**config.mk**
```make
export PLATFORM = sky130hd
export DESIGN_NAME = ifetch_ot
export DESIGN_NICKNAME = d
export VERILOG_FILES = /design/src/rtl/ifetch_ot.sv
export SDC_FILE = /design/constraint.sdc
export NUM_CORES = 2
export LEC_CHECK = 0
export CAP_MARGIN = 20
export CORE_UTILIZATION = 60
export CTS_CLUSTER_SIZE = 10
export DETAILED_ROUTE_END_ITERATION = 8
export PLACE_DENSITY = 0.83
export RECOVER_POWER = 25
export SYNTH_ARGS = -nofsm -noshare
export SYNTH_HDL_FRONTEND = slang
export SYNTH_SLANG_ARGS = --single-unit
```
**constraint.sdc**
```tcl
create_clock -name CLK -period 79.5 [get_ports CLK]
set_input_delay 15.9 -clock CLK [delete_from_list [all_inputs] [get_ports CLK]]
set_output_delay 15.9 -clock CLK [all_outputs]
set_load 0.03 [all_outputs]
```
**src/rtl/ifetch_ot.sv**
```systemverilog
// Multi-outstanding instruction fetch unit between pcGen and the iqueue.
// Up to OT_DEPTH requests may be in flight or buffered. Responses stay paired in
// order with their fetch PC. After a flush, responses to pre-flush requests are
// counted and dropped so stale instructions never reach the iqueue.
module ifetch_ot #(
    parameter int unsigned DW       = 64,
    parameter int unsigned AW       = 64,
    parameter int unsigned OT_DEPTH = 4
) (
    input  logic          CLK,
    input  logic          RST,
    output logic          ifu_req_kill,
    output logic          ifu_mstReq_valid,
    input  logic          ifu_mstReq_ready,
    output logic [AW-1:0] ifu_addr,
    input  logic [DW-1:0] ifu_data_r,
    input  logic          ifu_slvRsp_valid,
    input  logic [AW-1:0] fetch_addr_qout,
    output logic          pcGen_fetch_ready,
    output logic [AW-1:0] if_iq_pc,
    output logic [DW-1:0] if_iq_instr,
    output logic          if_iq_valid,
    input  logic          if_iq_ready,
    input  logic          flush
);

    localparam int unsigned CW = $clog2(OT_DEPTH + 1);
    // Array index width; pointers carry CW bits but only the low PW bits address entries.
    localparam int unsigned PW = (OT_DEPTH > 1) ? $clog2(OT_DEPTH) : 1;
    localparam logic [AW-1:0] ALIGN_MASK = ~AW'(DW / 8 - 1);
    localparam logic [CW-1:0] DEPTH_C    = CW'(OT_DEPTH);
    localparam logic [CW-1:0] LAST_PTR   = CW'(OT_DEPTH - 1);

    // Outstanding, drop and buffered counts.
    logic [CW-1:0] o_cnt, d_cnt, b_cnt;
    logic [CW-1:0] o_nxt;

    // Pending-PC FIFO.
    logic [AW-1:0] pq [OT_DEPTH];
    logic [CW-1:0] pq_rd, pq_wr;

    // Response buffer of {pc, data}.
    logic [AW-1:0] rb_pc   [OT_DEPTH];
    logic [DW-1:0] rb_data [OT_DEPTH];
    logic [CW-1:0] rb_rd, rb_wr;

    logic credit, issue, rsp_acc, rsp_drop, rsp_keep, pop;

    function automatic logic [CW-1:0] ptr_inc(input logic [CW-1:0] p);
        return (p == LAST_PTR) ? '0 : p + CW'(1);
    endfunction

    // Issue/response/pop decode and next outstanding count.
    always_comb begin
        credit   = ({1'b0, o_cnt} + {1'b0, b_cnt}) < {1'b0, DEPTH_C};
        issue    = ifu_mstReq_ready & ~flush & credit;
        // A response with nothing outstanding is a protocol violation and is ignored.
        rsp_acc  = ifu_slvRsp_valid & (o_cnt != '0);
        rsp_drop = rsp_acc & ~flush & (d_cnt != '0);
        rsp_keep = rsp_acc & ~flush & (d_cnt == '0);
        pop      = (b_cnt != '0) & if_iq_ready & ~flush;
        o_nxt    = o_cnt;
        if (issue && !rsp_acc) begin
            o_nxt = o_cnt + CW'(1);
        end else if (!issue && rsp_acc) begin
            o_nxt = o_cnt - CW'(1);
        end
    end

    assign ifu_mstReq_valid  = issue;
    assign pcGen_fetch_ready = issue;
    assign ifu_req_kill      = flush;
    assign ifu_addr          = fetch_addr_qout & ALIGN_MASK;

    assign if_iq_valid = (b_cnt != '0);
    assign if_iq_pc    = rb_pc[rb_rd[PW-1:0]];
    assign if_iq_instr = rb_data[rb_rd[PW-1:0]];

    // Outstanding and drop counters; a flush marks everything still in flight as stale.
    always_ff @(posedge CLK or posedge RST) begin
        if (RST) begin
            o_cnt <= '0;
            d_cnt <= '0;
        end else begin
            o_cnt <= o_nxt;
            if (flush) begin
                d_cnt <= o_nxt;
            end else if (rsp_drop) begin
                d_cnt <= d_cnt - CW'(1);
            end
        end
    end

    // Pending-PC FIFO: push on issue, pop on each kept response.
    always_ff @(posedge CLK or posedge RST) begin
        if (RST) begin
            pq_rd <= '0;
            pq_wr <= '0;
            for (int i = 0; i < OT_DEPTH; i++) begin
                pq[i] <= '0;
            end
        end else if (flush) begin
            pq_rd <= '0;
            pq_wr <= '0;
        end else begin
            if (issue) begin
                pq[pq_wr[PW-1:0]] <= fetch_addr_qout;
                pq_wr             <= ptr_inc(pq_wr);
            end
            if (rsp_keep) begin
                pq_rd <= ptr_inc(pq_rd);
            end
        end
    end

    // Response buffer: pair each kept response with its PC, drain on iqueue accept.
    always_ff @(posedge CLK or posedge RST) begin
        if (RST) begin
            rb_rd <= '0;
            rb_wr <= '0;
            b_cnt <= '0;
            for (int i = 0; i < OT_DEPTH; i++) begin
                rb_pc[i]   <= '0;
                rb_data[i] <= '0;
            end
        end else if (flush) begin
            rb_rd <= '0;
            rb_wr <= '0;
            b_cnt <= '0;
        end else begin
            if (rsp_keep) begin
                rb_pc[rb_wr[PW-1:0]]   <= pq[pq_rd[PW-1:0]];
                rb_data[rb_wr[PW-1:0]] <= ifu_data_r;
                rb_wr                  <= ptr_inc(rb_wr);
            end
            if (pop) begin
                rb_rd <= ptr_inc(rb_rd);
            end
            if (rsp_keep && !pop) begin
                b_cnt <= b_cnt + CW'(1);
            end else if (!rsp_keep && pop) begin
                b_cnt <= b_cnt - CW'(1);
            end
        end
    end

endmodule

```
==> insert_results.sql <==
INSERT INTO impl_metrics (metric_group, metric, value, unit) VALUES
('die', 'std_cell_rows', '87', ''),
('global_routing', 'grt_start_max_net_pins', '207', ''),
('detailed_routing', 'ant_nets', '0', ''),
('synthesis', 'netlist-cell-type-count', '43', ''),
('sta', 'timing.setup.tns', '0', 'ps'),
('sta', 'finalHoldViolCount', '0', ''),
('placement', 'detailedPlacementHpwl', '45600', 'um'),
('synthesis', 'syn-instance-count', '2063', ''),
('synthesis', 'mappedNetlistArea', '0.0347', 'mm2'),
('cts', 'tritoncts_num_sinks', '789', ''),
('detailed_routing', 'vias', '18700', ''),
('global_routing', 'met3_usage', '5.21', '%'),
('global_routing', 'grt_most_used_layer', 'met2', ''),
('synthesis', 'synth_top_cell_by_area', 'sky130_fd_sc_hd__dfrtp_1', ''),
('cts', 'tritoncts', 'built', ''),
('synthesis', 'synth_top_cells_by_area', 'sky130_fd_sc_hd__dfrtp_1 (57%), sky130_fd_sc_hd__mux2_2 (25%), sky130_fd_sc_hd__mux4_2 (12%)', ''),
('sta', 'maxSlewViolCount', '473', ''),
('synthesis', 'synth-async-reset-ratio', '100', '%'),
('sta', 'clock_skew', '16.9', 'ps'),
('sta', 'slew_headroom', '-222', '%'),
('critical_path', 'worstPathCellList', 'dlygate4sd3_1 > or4b_2 > a311oi_4 > clkdlybuf4s50_1', ''),
('global_routing', 'antenna_found_initial', '4', ''),
('min_path', 'worst_hold_path_type', 'flop to flop', ''),
('sta', 'setup_viol_count_final', '0', ''),
('sta', 'worst_hold_slack', '497', 'ps'),
('synthesis', 'dominantRegCellSynth', 'sky130_fd_sc_hd__dfrtp_1', ''),
('die', 'start_util', '61.1', '%'),
('global_routing', 'wire_length_of_the_first_global_routing_pass', '119000', 'um'),
('final_layout', 'syn_to_final_growth', '16.3', '%'),
('job', 'timing.max_cap.violations', '8', ''),
('critical_path', 'crit_path_max_fanout', '22', ''),
('global_routing', 'grt.met2_usage', '43.5', '%'),
('cts', 'clk_transition_reported_paths', '50', 'ps'),
('sta', 'post-route-min-period', '35210', 'ps'),
('cts', 'cts_root_buf', 'sky130_fd_sc_hd__clkbuf_16', ''),
('run_status', 'violations', 'capacitance limit, slew limit', ''),
('synthesis', 'synth-seq-area-share', '56.9', '%'),
('synthesis', 'post-synth-top-area-fraction', '56.9', '%'),
('cts', 'post-cts-setup-buffer-count', '0', ''),
('power_and_ir_drop', 'vdd_ir_drop_max', '0.0000210', 'V'),
('detailed_routing', 'avgRoutedWirePerCell', '24.1', 'um'),
('cts', 'clk-insertion-delay-late', '630', 'ps'),
('die', 'die-area', '0.0588', 'mm2'),
('power_and_ir_drop', 'power.density_cell_area', '34.1', 'mW/mm2'),
('sta', 'fraction_of_the_cycle_the_final_worst_path_needs', '44.3', '%'),
('critical_path', 'end_kind', 'output pin', ''),
('power_and_ir_drop', 'power.leakage', '18.7', 'nW'),
('sta', 'max_freq', '28.4', 'MHz'),
('die', 'floorplan.die.height', '243', 'um'),
('critical_path', 'cpMaxStageDelayCell', 'sky130_fd_sc_hd__a311oi_4', ''),
('detailed_routing', 'drtIter0Drc', '856', ''),
('critical_path', 'required', '63600', 'ps'),
('run_status', 'status', 'finished with violations', ''),
('critical_path', 'startpoint_type', 'primary input', ''),
('die', 'floorplan.io_pins', '330', ''),
('cts', 'cts.path.max_buffers', '3', ''),
('placement', 'globalplace.congestion', '0.761', ''),
('global_routing', 'gr-usage-all-layers', '26.1', '%'),
('synthesis', 'synth_warnings', '0', ''),
('critical_path', 'critical_path.max_stage_delay', '940', 'ps'),
('detailed_routing', 'wl', '74400', 'um'),
('global_routing', 'grt_pass1_vias', '21200', ''),
('die', 'core-area', '0.0568', 'mm2'),
('final_layout', 'final_design_area_no_fill', '0.0404', 'mm2'),
('global_routing', 'gr-usage-met1', '34.7', '%'),
('global_routing', 'gr-total-overflow', '0', ''),
('die', 'fp.dieW', '243', 'um'),
('sta', 'worst_pin_slew', '4800', 'ps'),
('critical_path', 'critical_path_arrival', '19310', 'ps'),
('cts', 'cts-buffers-inserted', '89', ''),
('detailed_routing', 'post_drt_via_cell_ratio', '6.06', '');
critical path, delay by kind of cell:
kind,cells,cell delay (ps)
simple gates,1,780
compound gates,1,940
buf+inv,2,1690
synth_stat cells (2+ instances only):
master,count
sky130_fd_sc_hd__o21ai_0,8
sky130_fd_sc_hd__inv_1,16
sky130_fd_sc_hd__buf_4,66
sky130_fd_sc_hd__buf_2,17
sky130_fd_sc_hd__a311oi_1,2
sky130_fd_sc_hd__nand2_2,4
sky130_fd_sc_hd__buf_1,19
sky130_fd_sc_hd__a211oi_1,2
sky130_fd_sc_hd__dfrtp_1,789
sky130_fd_sc_hd__nor2_1,7
sky130_fd_sc_hd__mux4_2,192
sky130_fd_sc_hd__o31ai_1,3
sky130_fd_sc_hd__and2_1,2
sky130_fd_sc_hd__xor2_1,2
sky130_fd_sc_hd__xnor2_1,4
sky130_fd_sc_hd__a21oi_1,7
sky130_fd_sc_hd__mux2_2,768
sky130_fd_sc_hd__nand2_1,13
sky130_fd_sc_hd__nand3_1,5
sky130_fd_sc_hd__mux2i_1,3
sky130_fd_sc_hd__clkbuf_1,68
sky130_fd_sc_hd__ha_1,17
sky130_fd_sc_hd__o22ai_1,2
sky130_fd_sc_hd__nand2b_1,5
sky130_fd_sc_hd__buf_6,24
flip-flops by register name, indices dropped and copies added (netlist names):
signal / count
pq: 256
rb_data: 256
rb_pc: 256
b_cnt: 3
d_cnt: 3
o_cnt: 3
pq_rd: 3
pq_wr: 3
rb_rd: 3
rb_wr: 3
per-stage QoR:
stage | setup WS (ps) | util (%) | instances
after detailed placement | 44240 | 67.0 | 2976
after CTS | 44250 | 71.2 | 3082
after global routing | 44150 | 71.1 | 3085
after global placement | 44280 | 67.0 | 2976
after floorplan | 41450 | - | 2065
final | 44290 | 71.1 | 3087
path summary, 6_finish.rpt:
path	start	endpoint	slack, ps	depth (start not counted)
worst min-delay path	rb_data[77]$_DFFE_PP0P_	rb_data[77]$_DFFE_PP0P_	500	1
worst max register to register	o_cnt[0]$_DFF_PP0_	rb_data[71]$_DFFE_PP0P_	74580	9
worst max-delay path	flush	pcGen_fetch_ready	44290	4
max in group asynchronous	RST	rb_pc[152]$_DFFE_PP0P_	56950	4
worst min register to register	rb_data[77]$_DFFE_PP0P_	rb_data[77]$_DFFE_PP0P_	500	1
min in group asynchronous	RST	rb_data[230]$_DFFE_PP0P_	17210	2
cell type report:
type	instances	area (um2)	area share, %
Antenna cell	5	12.5	0.0310
Clock buffer	101	2310	5.73
Clock inverter	5	80.1	0.198
Inverter	16	61.3	0.152
Multi-Input combinational cell	1066	13800	34.1
Sequential cell	789	19800	48.9
Tap cell	756	946	2.34
Timing Repair Buffer	349	3460	8.56
logic make-up (layout without fill, tap and decap cells):
group	Yosys count	count (layout)	synth area share, %
AO/OA/AOI/OAI	33	33	0.670
XOR/XNOR	6	6	0.151
adder cells (fa/ha/maj)	18	18	0.670
buffers and inverters	210	471	3.56
flip-flops	789	789	56.9
multiplexers	963	963	37.4
other	1	8	0.0108
AND/OR/NAND/NOR	43	43	0.638
report_power, final:
part	switching (mW)	internal (mW)
clock network	0.150	0.203
registers	0.0567	0.498
logic	0.232	0.239
metal layers:
layer | vias to the layer above | routed length [um]
met3 | 116 | 3630
li1 | 8073 | -
met2 | 426 | 37600
met5 | - | 0
met1 | 10100 | 31200
met4 | 0 | 1960
cells in the final DEF (no fill, tap or decap), types with 2 or more instances in the layout:
cell type / count
sky130_fd_sc_hd__a211oi_1: 2
sky130_fd_sc_hd__buf_4: 16
sky130_fd_sc_hd__clkdlybuf4s50_1: 323
sky130_fd_sc_hd__mux4_2: 192
sky130_fd_sc_hd__dfrtp_1: 785
sky130_fd_sc_hd__a21oi_1: 7
sky130_fd_sc_hd__nand2b_1: 5
sky130_fd_sc_hd__clkinv_8: 2
sky130_fd_sc_hd__inv_6: 2
sky130_fd_sc_hd__o31ai_1: 3
sky130_fd_sc_hd__clkbuf_1: 13
sky130_fd_sc_hd__o21ai_0: 8
sky130_fd_sc_hd__inv_1: 15
sky130_fd_sc_hd__nand3_1: 5
sky130_fd_sc_hd__dfrtp_4: 4
sky130_fd_sc_hd__clkbuf_8: 2
sky130_fd_sc_hd__clkbuf_16: 90
sky130_fd_sc_hd__nand2_4: 4
sky130_fd_sc_hd__buf_12: 3
sky130_fd_sc_hd__ha_1: 17
sky130_fd_sc_hd__mux2i_1: 3
sky130_fd_sc_hd__mux2_2: 767
sky130_fd_sc_hd__diode_2: 5
sky130_fd_sc_hd__xnor2_1: 4
sky130_fd_sc_hd__xor2_1: 2
sky130_fd_sc_hd__a311oi_1: 2
sky130_fd_sc_hd__nand2_1: 13
sky130_fd_sc_hd__o22ai_1: 2
sky130_fd_sc_hd__dlygate4sd3_1: 3
sky130_fd_sc_hd__conb_1: 3
sky130_fd_sc_hd__nor2_1: 7
(Power assumes the default switching activity.)
